**config.mk**
```make
export PLATFORM = sky130hd
export DESIGN_NAME = present_controller
export DESIGN_NICKNAME = d
export VERILOG_FILES = /design/src/rtl/present_pkg.sv /design/src/rtl/present_frame_timer.sv /design/src/rtl/present_controller.sv
export SDC_FILE = /design/constraint.sdc
export NUM_CORES = 1
export LEC_CHECK = 0
export CORE_MARGIN = 2
export CORE_UTILIZATION = 40
export CTS_CLUSTER_SIZE = 16
export DETAILED_ROUTE_END_ITERATION = 8
export HOLD_SLACK_MARGIN = 0.1
export PLACE_DENSITY_LB_ADDON = 0.05
export SKIP_LAST_GASP = 1
export SYNTH_ARGS = -nofsm -noshare
export SYNTH_HDL_FRONTEND = slang
export SYNTH_HIERARCHICAL = 1
export SYNTH_SLANG_ARGS = --single-unit
```
**constraint.sdc**
```tcl
create_clock -name clk -period 5.9 [get_ports clk]
set_input_delay 0.59 -clock clk [delete_from_list [all_inputs] [get_ports clk]]
set_output_delay 0.59 -clock clk [all_outputs]
set_load 0.01 [all_outputs]
```
**src/rtl/present_pkg.sv**
```systemverilog
// Shared types and constants for the falling-present object stage.
//   present_state_t : lifecycle of one present (IDLE, FALLING, LANDED, BLINK)
//   present_type_t  : 2-bit present kind (life, speed, freeze, score)
//   TYPE_COLOR      : RGB332 colour per present type, indexed by type
package present_pkg;

  localparam int unsigned COORD_W = 11;
  localparam int unsigned CMP_W   = COORD_W + 1;
  localparam int unsigned TIMER_W = 8;
  localparam int unsigned RGB_W   = 8;

  typedef enum logic [1:0] {
    IDLE    = 2'd0,
    FALLING = 2'd1,
    LANDED  = 2'd2,
    BLINK   = 2'd3
  } present_state_t;

  typedef enum logic [1:0] {
    TYPE_LIFE   = 2'd0,
    TYPE_SPEED  = 2'd1,
    TYPE_FREEZE = 2'd2,
    TYPE_SCORE  = 2'd3
  } present_type_t;

  // Element [n] is the colour of type n.
  localparam logic [3:0][RGB_W-1:0] TYPE_COLOR = {8'hFC, 8'h03, 8'h1C, 8'hE0};

endpackage

```
**src/rtl/present_frame_timer.sv**
```systemverilog
// Frame-tick counter shared by the LANDED and BLINK phases.
// Ports:
//   clk, resetN  : clock, synchronous active-low reset
//   clr          : clear counter to 0 (wins over en)
//   en           : increment by one (driven from a frame tick)
//   term         : terminal count to compare against
//   term_c       : counter currently equals term
//   blink_off_c  : counter bit 3, high during the dark half of each blink period
module present_frame_timer
  import present_pkg::*;
(
  input  logic               clk,
  input  logic               resetN,
  input  logic               clr,
  input  logic               en,
  input  logic [TIMER_W-1:0] term,
  output logic               term_c,
  output logic               blink_off_c
);

  logic [TIMER_W-1:0] count_q, count_d;

  // Next count: clear has priority over increment.
  always_comb begin
    count_d = count_q;
    if (clr) begin
      count_d = '0;
    end else if (en) begin
      count_d = count_q + TIMER_W'(1);
    end
  end

  always_ff @(posedge clk) begin
    if (!resetN) begin
      count_q <= '0;
    end else begin
      count_q <= count_d;
    end
  end

  assign term_c      = (count_q == term);
  assign blink_off_c = count_q[3];

endmodule

```
**src/rtl/present_controller.sv**
```systemverilog
// One falling present: spawn, fall under gravity, land, linger, blink, expire,
// or get collected by the player. Produces the per-pixel draw request and colour
// for the downstream present priority mux.
// Optional build macro PRESENT_SWAY_EN adds a 1-pixel zig-zag while falling.
// Ports:
//   clk, resetN      : clock, synchronous active-low reset
//   startOfFrame     : one-cycle frame tick (position/timers only move on it)
//   pixelX, pixelY   : current scan coordinate
//   spawnReq/X/Type  : spawn request, left X and present type (honoured in IDLE)
//   collisionPlayer  : player overlaps this present
//   presentRequest   : draw request, 1 clk after pixelX/pixelY
//   presentRGB       : RGB332 colour, 0 when not requesting
//   collected        : one-cycle pulse when the player picks the present up
//   collectedType    : type of the collected present
//   active           : present exists (state != IDLE)
module present_controller
  import present_pkg::*;
#(
  parameter int unsigned SIZE         = 16,
  parameter int unsigned FLOOR_Y      = 400,
  parameter int unsigned FALL_SPEED   = 2,
  parameter int unsigned LAND_FRAMES  = 180,
  parameter int unsigned BLINK_FRAMES = 120,
  parameter int unsigned SCREEN_W     = 640
) (
  input  logic               clk,
  input  logic               resetN,
  input  logic               startOfFrame,
  input  logic [COORD_W-1:0] pixelX,
  input  logic [COORD_W-1:0] pixelY,
  input  logic               spawnReq,
  input  logic [COORD_W-1:0] spawnX,
  input  logic [1:0]         spawnType,
  input  logic               collisionPlayer,
  output logic               presentRequest,
  output logic [RGB_W-1:0]   presentRGB,
  output logic               collected,
  output logic [1:0]         collectedType,
  output logic               active
);

  localparam logic [CMP_W-1:0]   SIZE_C     = CMP_W'(SIZE);
  localparam logic [CMP_W-1:0]   FLOOR_C    = CMP_W'(FLOOR_Y);
  localparam logic [CMP_W-1:0]   SPEED_C    = CMP_W'(FALL_SPEED);
  localparam logic [COORD_W-1:0] X_MAX      = COORD_W'(SCREEN_W - SIZE);
  localparam logic [COORD_W-1:0] Y_REST     = COORD_W'(FLOOR_Y - SIZE);
  localparam logic [TIMER_W-1:0] LAND_LAST  = TIMER_W'(LAND_FRAMES - 1);
  localparam logic [TIMER_W-1:0] BLINK_LAST = TIMER_W'(BLINK_FRAMES - 1);

  present_state_t     state_q, state_d;
  present_type_t      type_q, type_d;
  logic [COORD_W-1:0] topx_q, topx_d;
  logic [COORD_W-1:0] topy_q, topy_d;
  logic               present_request_q, present_request_d;
  logic [RGB_W-1:0]   present_rgb_q, present_rgb_d;
  logic               collected_q, collected_d;
  logic [1:0]         collected_type_q, collected_type_d;
  logic               active_q, active_d;

`ifdef PRESENT_SWAY_EN
  logic [1:0]         sway_cnt_q, sway_cnt_d;
  logic               sway_left_q, sway_left_d;
`endif

  logic               tmr_clr_c, tmr_en_c, tmr_term_c, blink_off_c;
  logic [TIMER_W-1:0] tmr_term_val_c;
  logic [CMP_W-1:0]   y_next_c;
  logic               inside_c, visible_c;

  assign tmr_term_val_c = (state_q == BLINK) ? BLINK_LAST : LAND_LAST;

  present_frame_timer u_timer (
    .clk         (clk),
    .resetN      (resetN),
    .clr         (tmr_clr_c),
    .en          (tmr_en_c),
    .term        (tmr_term_val_c),
    .term_c      (tmr_term_c),
    .blink_off_c (blink_off_c)
  );

  // 12-bit fall step so the floor compare cannot wrap.
  assign y_next_c = {1'b0, topy_q} + SPEED_C;

  // Lifecycle next-state; collision beats the frame tick in the same cycle.
  always_comb begin
    state_d          = state_q;
    type_d           = type_q;
    topx_d           = topx_q;
    topy_d           = topy_q;
    collected_d      = 1'b0;
    collected_type_d = collected_type_q;
    tmr_clr_c        = 1'b0;
    tmr_en_c         = 1'b0;
`ifdef PRESENT_SWAY_EN
    sway_cnt_d       = sway_cnt_q;
    sway_left_d      = sway_left_q;
`endif
    if (state_q != IDLE && collisionPlayer) begin
      collected_d      = 1'b1;
      collected_type_d = type_q;
      tmr_clr_c        = 1'b1;
      state_d          = IDLE;
    end else begin
      unique case (state_q)
        IDLE: begin
          if (spawnReq) begin
            topx_d  = (spawnX > X_MAX) ? X_MAX : spawnX;
            topy_d  = '0;
            type_d  = present_type_t'(spawnType);
            state_d = FALLING;
`ifdef PRESENT_SWAY_EN
            // First sway step goes left.
            sway_cnt_d  = 2'd0;
            sway_left_d = 1'b1;
`endif
          end
        end
        FALLING: begin
          if (startOfFrame) begin
            if (y_next_c + SIZE_C >= FLOOR_C) begin
              topy_d    = Y_REST;
              tmr_clr_c = 1'b1;
              state_d   = LANDED;
            end else begin
              topy_d = y_next_c[COORD_W-1:0];
            end
`ifdef PRESENT_SWAY_EN
            // Every 4th tick try a 1-pixel step; direction alternates even if blocked.
            sway_cnt_d = sway_cnt_q + 2'd1;
            if (sway_cnt_q == 2'd3) begin
              sway_left_d = ~sway_left_q;
              if (sway_left_q) begin
                if (topx_q != '0) topx_d = topx_q - COORD_W'(1);
              end else begin
                if (topx_q < X_MAX) topx_d = topx_q + COORD_W'(1);
              end
            end
`endif
          end
        end
        LANDED: begin
          if (startOfFrame) begin
            if (tmr_term_c) begin
              tmr_clr_c = 1'b1;
              state_d   = BLINK;
            end else begin
              tmr_en_c = 1'b1;
            end
          end
        end
        BLINK: begin
          if (startOfFrame) begin
            if (tmr_term_c) begin
              tmr_clr_c = 1'b1;
              state_d   = IDLE;
            end else begin
              tmr_en_c = 1'b1;
            end
          end
        end
        default: state_d = IDLE;
      endcase
    end
  end

  // Pixel hit test against the current (frame-stable) position.
  always_comb begin
    inside_c = ({1'b0, pixelX} >= {1'b0, topx_q}) &&
               ({1'b0, pixelX} <  {1'b0, topx_q} + SIZE_C) &&
               ({1'b0, pixelY} >= {1'b0, topy_q}) &&
               ({1'b0, pixelY} <  {1'b0, topy_q} + SIZE_C);
    unique case (state_q)
      FALLING, LANDED: visible_c = 1'b1;
      BLINK:           visible_c = ~blink_off_c;
      default:         visible_c = 1'b0;
    endcase
    present_request_d = inside_c && visible_c;
    present_rgb_d     = present_request_d ? TYPE_COLOR[type_q] : '0;
    active_d          = (state_d != IDLE);
  end

  always_ff @(posedge clk) begin
    if (!resetN) begin
      state_q           <= IDLE;
      type_q            <= TYPE_LIFE;
      topx_q            <= '0;
      topy_q            <= '0;
      present_request_q <= 1'b0;
      present_rgb_q     <= '0;
      collected_q       <= 1'b0;
      collected_type_q  <= '0;
      active_q          <= 1'b0;
    end else begin
      state_q           <= state_d;
      type_q            <= type_d;
      topx_q            <= topx_d;
      topy_q            <= topy_d;
      present_request_q <= present_request_d;
      present_rgb_q     <= present_rgb_d;
      collected_q       <= collected_d;
      collected_type_q  <= collected_type_d;
      active_q          <= active_d;
    end
  end

`ifdef PRESENT_SWAY_EN
  always_ff @(posedge clk) begin
    if (!resetN) begin
      sway_cnt_q  <= '0;
      sway_left_q <= 1'b1;
    end else begin
      sway_cnt_q  <= sway_cnt_d;
      sway_left_q <= sway_left_d;
    end
  end
`endif

  assign presentRequest = present_request_q;
  assign presentRGB     = present_rgb_q;
  assign collected      = collected_q;
  assign collectedType  = collected_type_q;
  assign active         = active_q;

endmodule

```
==> impl_metrics.ini, run 1 <==
[timing]
skew_ns = 0.00606
setup_ws_ns = 3.12
worst_pin_slew_ns = 0.832
setup_viol = 0
fin_hold_ws_ns = 0.471
slew_headroom_pct = 43.9
rsz0062_at_grt = false
finalSetupTns_ns = 0
max_freq_ghz = 0.360
hold_viol_final = 0
slew_viol_final = 0
fin_crit_sh_pct = 47.0
layout_min_cycle_time_ns = 2.78

[power]
p_per_area_nw_per_um2 = 194
p_sw_mw = 0.238
seqPwrFrac_pct = 42.5
internal-power_mw = 0.493
p_leak_nw = 1.36
power_frac_clock_pct = 25.4
swShare_pct = 32.6
p_comb_share_pct = 32.1
vdd_drop_max_v = 0.000162

[drt]
initialDrtViolationCount = 88
num_vias = 2751
wl_per_cell_um = 13.3
firstDrtPassIters = 4
drc = 0
route.met3.wl_um = 309
top_layer_used = met4
drt-met1-wl_um = 3550
ant_nets = 0
wl_met2_um = 3120
via_per_inst = 5.22
routed_wl_um = 7020

[synthesis]
synth_seq_cells = 41
yosysWarnings = 6
ys_types = 59
synth_edf_count = 0
yosysTopAreaCellShare_pct = 26.2
syn_area_um2 = 3140
netlist_instances = 379
ys_top_cells_by_area = dfxtp_1, ha_1, xnor2_1
avgSynthCellArea_um2 = 8.27
async_flop_share_pct = 0
ys_seq_area_share_pct = 26.2
synth_largest_area_cell = dfxtp_1
synth_ff_type = dfxtp_1

[grt]
grt_max_degree = 17
grt_overflow = 0
grt_pass1_vias = 2545
antenna_found_initial = 0
grt_pass1_wl_um = 11900
grt_usage_pct = 17.1

[floorplan]
pin_count = 53
die-area_um2 = 8560
die_w_um = 92.5
die_y_um = 92.5
initial_core_util_pct = 41.0
core_area_um2 = 7650
rows = 32

[critical_path]
crit_path_end = u_timer/count_q[5]
endpoint_kind = register
crit_fanout = 10
start_kind = register
critPathKind = reg2reg
crit_arrival_ns = 2.99
r2r_cells = 9
cp-startpoint = topy_q[4]
reg2reg_from = topy_q[4]
timing.rr.end = u_timer/count_q[5]
cp.required_ns = 6.12
ff2ff_setup_slack_ns = 3.12

[final_layout]
drive_above_1_share_pct = 3.76
layout_commonest_cell = clkdlybuf4s50_1
antennaDiodeCount = 0
layout.nets = 510
areaGrowthSynthToFinish_pct = 20.0
mostFrequentLayoutCells = clkdlybuf4s50_1, ha_1, dfxtp_1, inv_1, nand2_1

[clock_tree]
clk_path_buf_depth = 2
post_cts_resized = 0
hold_buffers = 0
clockRootBuffer = clkbuf_8
cts_buffers = 5
htree_num_levels = 2
clock-sinks = 41
cts_tree = yes
clk_transition_reported_paths_ns = 0.08
clk_latency_ns = 0.29
post-cts-setup-buffers = 0

[placement]
post-dp-hpwl_um = 5740
io_buffers = 51
preCtsSetupSlack_ns = 3.11
gp_congestion = 0.863

[min_path]
hp-class = reg2reg

[run_status]
status = finished clean

[job]
cap_violations = 0
-- cell type report --
| class | count | area [µm²] |
|---|---|---|
| Fill cell | 768 | 3880 |
| Multi-Input combinational cell | 291 | 2080 |
| Sequential cell | 41 | 821 |
| Timing Repair Buffer | 52 | 518 |
| Inverter | 34 | 128 |
| Tap cell | 102 | 128 |
| Clock buffer | 7 | 86.3 |
-- metal layers --
metal	vias to the layer above	GRT usage [%]
met2	58	26.9
met5	-	0
met1	1238	23.6
met3	4	4.15
met4	0	3.61
li1	1451	-
-- how the worst min path moves through the flow --
stage | from | endpoint | cells after the start
3_5_place_dp | topx_q[10] | topx_q[10] | 1
5_1_grt | collectedType[1] | collectedType[1] | 2
2_1_floorplan | type_q[0] | presentRGB[4] | 2
3_3_place_gp | collectedType[1] | collectedType[1] | 2
6_report | collectedType[0] | collectedType[0] | 2
4_1_cts | collectedType[0] | collectedType[0] | 2
-- registers in the layout (all words and copies together) (netlist names) --
signal	flops
collected	1
topy_q	10
presentRequest	1
topx_q	11
active	1
u_timer/count_q	8
type_q	2
collectedType	2
presentRGB	3
state_q	2
-- cells by family after synthesis --
group / Yosys count / share of synthesized area [%]
buffers and inverters: 50 / 7.74
XOR/XNOR: 22 / 6.15
AO/OA/AOI/OAI: 90 / 19.9
multiplexers: 3 / 0.998
AND/OR/NAND/NOR: 126 / 20.9
other: 2 / 0.240
flip-flops: 41 / 26.2
adder cells (fa/ha/maj): 45 / 18.0
-- synthesized netlist by cell type, drive strengths merged, types with 2 or more instances --
master   count
and2         4
and3         3
mux2i        2
nand4       11
nand2b       2
a211o        2
inv         34
o21a         2
o21ai       22
a31oi        2
a21oi       17
a211oi      10
o2bb2ai      2
nor2b       11
and4         3
xor2         3
conb         2
ha          45
xnor2       19
nor4         7
a21o         3
nand2       32
nand3       12
a22oi        7
a21boi       5
clkbuf       6
a221oi       2
dfxtp       41
nor4b        3
o211ai       2
o31ai        2
nor2        24
buf         10
nor3         9
or3          4
-- power groups by stage --
stage	registers, mW	clock network (mW)	logic, mW
finish	0.310	0.186	0.235
global route	0.312	0.207	0.269
CTS	0.310	0.194	0.237
detailed placement	0.317	0	0.236
global placement	0.316	0	0.233
floorplan	0.314	0	0.160
-- worst max-delay path: stages, from the launching register on --
cell      delay (ns)
dfxtp_1         0.54
ha_1            0.32
nand4_1         0.26
nor4_1          0.36
a211oi_2        0.12
a211o_1         0.34
nor3_1          0.16
o21ai_0         0.10
nand2b_1        0.29
a21oi_1         0.20
-- per-stage QoR --
stage | instances | util, % | power (mW) | instance area [µm²]
after floorplan | 382 | - | 0.474 | 3150
after CTS | 527 | 49.2 | 0.742 | 3760
after detailed placement | 520 | 48.1 | 0.552 | 3680
after global placement | 520 | 48.1 | 0.549 | 3680
final | 527 | 49.2 | 0.730 | 3760
after global routing | 527 | 49.2 | 0.788 | 3760
Note: power is estimated with default switching activity, not from simulation.
==> inputs of run 2 (changes only) <==
==> constraint.sdc (replaced) <==
create_clock -name clk -period 2.4 [get_ports clk]
set_input_delay 0.24 -clock clk [delete_from_list [all_inputs] [get_ports clk]]
set_output_delay 0.24 -clock clk [all_outputs]
set_load 0.01 [all_outputs]
==> impl_metrics.ini, run 2 (synthesis results as in run 1) <==
[floorplan]
pin_count = 53
initial_core_util_pct = 41.0
core_area_um2 = 7650
rows = 32
die_w_um = 92.5
die-area_um2 = 8560
die_y_um = 92.5

[final_layout]
areaGrowthSynthToFinish_pct = 26.7
final_util_pct = 51.9
antennaDiodeCount = 0
fin_area_um2 = 3970
layout.nets = 529
top_regs = topx_q: 11 flops, topy_q: 10 flops, u_timer/count_q: 8 flops
largest_reg_flops = 11
regMostFlops = topx_q
layout_commonest_cell = clkdlybuf4s50_1
mostFrequentLayoutCells = clkdlybuf4s50_1, ha_1, dfxtp_1, inv_1, nand2_1
drive_above_1_share_pct = 11.2
fin_cells = 547

[clock_tree]
cts_buffers = 5
clk_transition_reported_paths_ns = 0.08
cts_tree = yes
htree_num_levels = 2
clk_path_buf_depth = 2
clock-sinks = 41
post-cts-setup-buffers = 0
clockRootBuffer = clkbuf_8
clk_latency_ns = 0.30

[min_path]
hp-class = reg2reg
hold_path_depth = 2

[timing]
finalSetupTns_ns = 0
setup_ws_ns = 0.140
rsz0062_at_grt = true
slew_viol_final = 0
layout_min_cycle_time_ns = 2.26
slew_headroom_pct = 61.1
fin_crit_sh_pct = 94.2
skew_ns = 0.00513
hold_viol_final = 0
setup_viol = 0
fin_hold_ws_ns = 0.470
max_freq_ghz = 0.443
worst_pin_slew_ns = 0.582

[critical_path]
r2r_cells = 9
crit_fanout = 5
start_kind = register
crit_arrival_ns = 2.43
endpoint_kind = register
critPathKind = reg2reg
cp.required_ns = 2.57

[placement]
dpl.cell_count = 539
gp_congestion = 0.860
io_buffers = 51
preCtsSetupSlack_ns = 0.00108
dpl_cell_area_um2 = 3820
post-dp-hpwl_um = 6010

[power]
vdd_drop_max_v = 0.000306
p_per_area_nw_per_um2 = 467
p_leak_nw = 1.47
power_mw = 1.86

[grt]
grt_pass1_vias = 2783
grt_overflow = 0
antenna_found_initial = 0
grt_pass1_wl_um = 12600
grt_usage_pct = 17.9
grt_max_degree = 16

[drt]
via_per_inst = 5.18
wl_per_cell_um = 13.4
initialDrtViolationCount = 186
firstDrtPassIters = 4
drc = 0
num_vias = 2833
routed_wl_um = 7330
ant_nets = 0

[job]
cap_violations = 0

[run_status]
status = finished clean
run 2: path summary, 6_finish.rpt:
check                   startpoint          endpoint  slack (ns)
setup / recovery         topx_q[4]    presentRequest        0.14
hold / removal    collectedType[1]  collectedType[1]        0.47
setup reg to reg         topx_q[4]    presentRequest        0.14
hold reg to reg   collectedType[1]  collectedType[1]        0.47
run 2: critical path, stage by stage (launching register included):
cell and delay (ns):
dfxtp_1 0.35, ha_1 0.23, and3_1 0.22, xnor2_2 0.14, ha_1 0.30, nand4_1 0.11
a2111oi_2 0.40, o31ai_2 0.14, o311ai_2 0.15, nor4b_2 0.10
run 2: metal layers:
layer	share of wire (%)	vias to the layer above	track usage, %
li1	-	1486	-
met2	45	57	28.3
met4	1.4	0	5.72
met5	0	-	0
met3	4.1	7	2.85
met1	50	1283	25.0
run 2: final cells by class:
class,count,area (µm²)
Multi-Input combinational cell,291,2150
Timing Repair Buffer,71,661
Clock inverter,3,17.5
Clock buffer,5,68.8
Fill cell,754,3670
Tap cell,102,128
Sequential cell,41,822
Inverter,34,128
run 2: timing repair:
action / 4_1_cts / 5_1_grt
pin swaps: 0 / 9
endpoints found under the setup margin: 1 / 15
hold buffers: 0 / 0
cloned: 0 / 0
resized for setup: 2 / 15
hold endpoints to repair: 0 / 0
run 2: power breakdown:
| group | total (mW) | internal (mW) | leakage (nW) | switching (mW) |
|---|---|---|---|---|
| clock network | 0.451 | 0.201 | 0.0439 | 0.250 |
| logic | 0.650 | 0.308 | 1.09 | 0.342 |
| registers | 0.755 | 0.723 | 0.333 | 0.0326 |
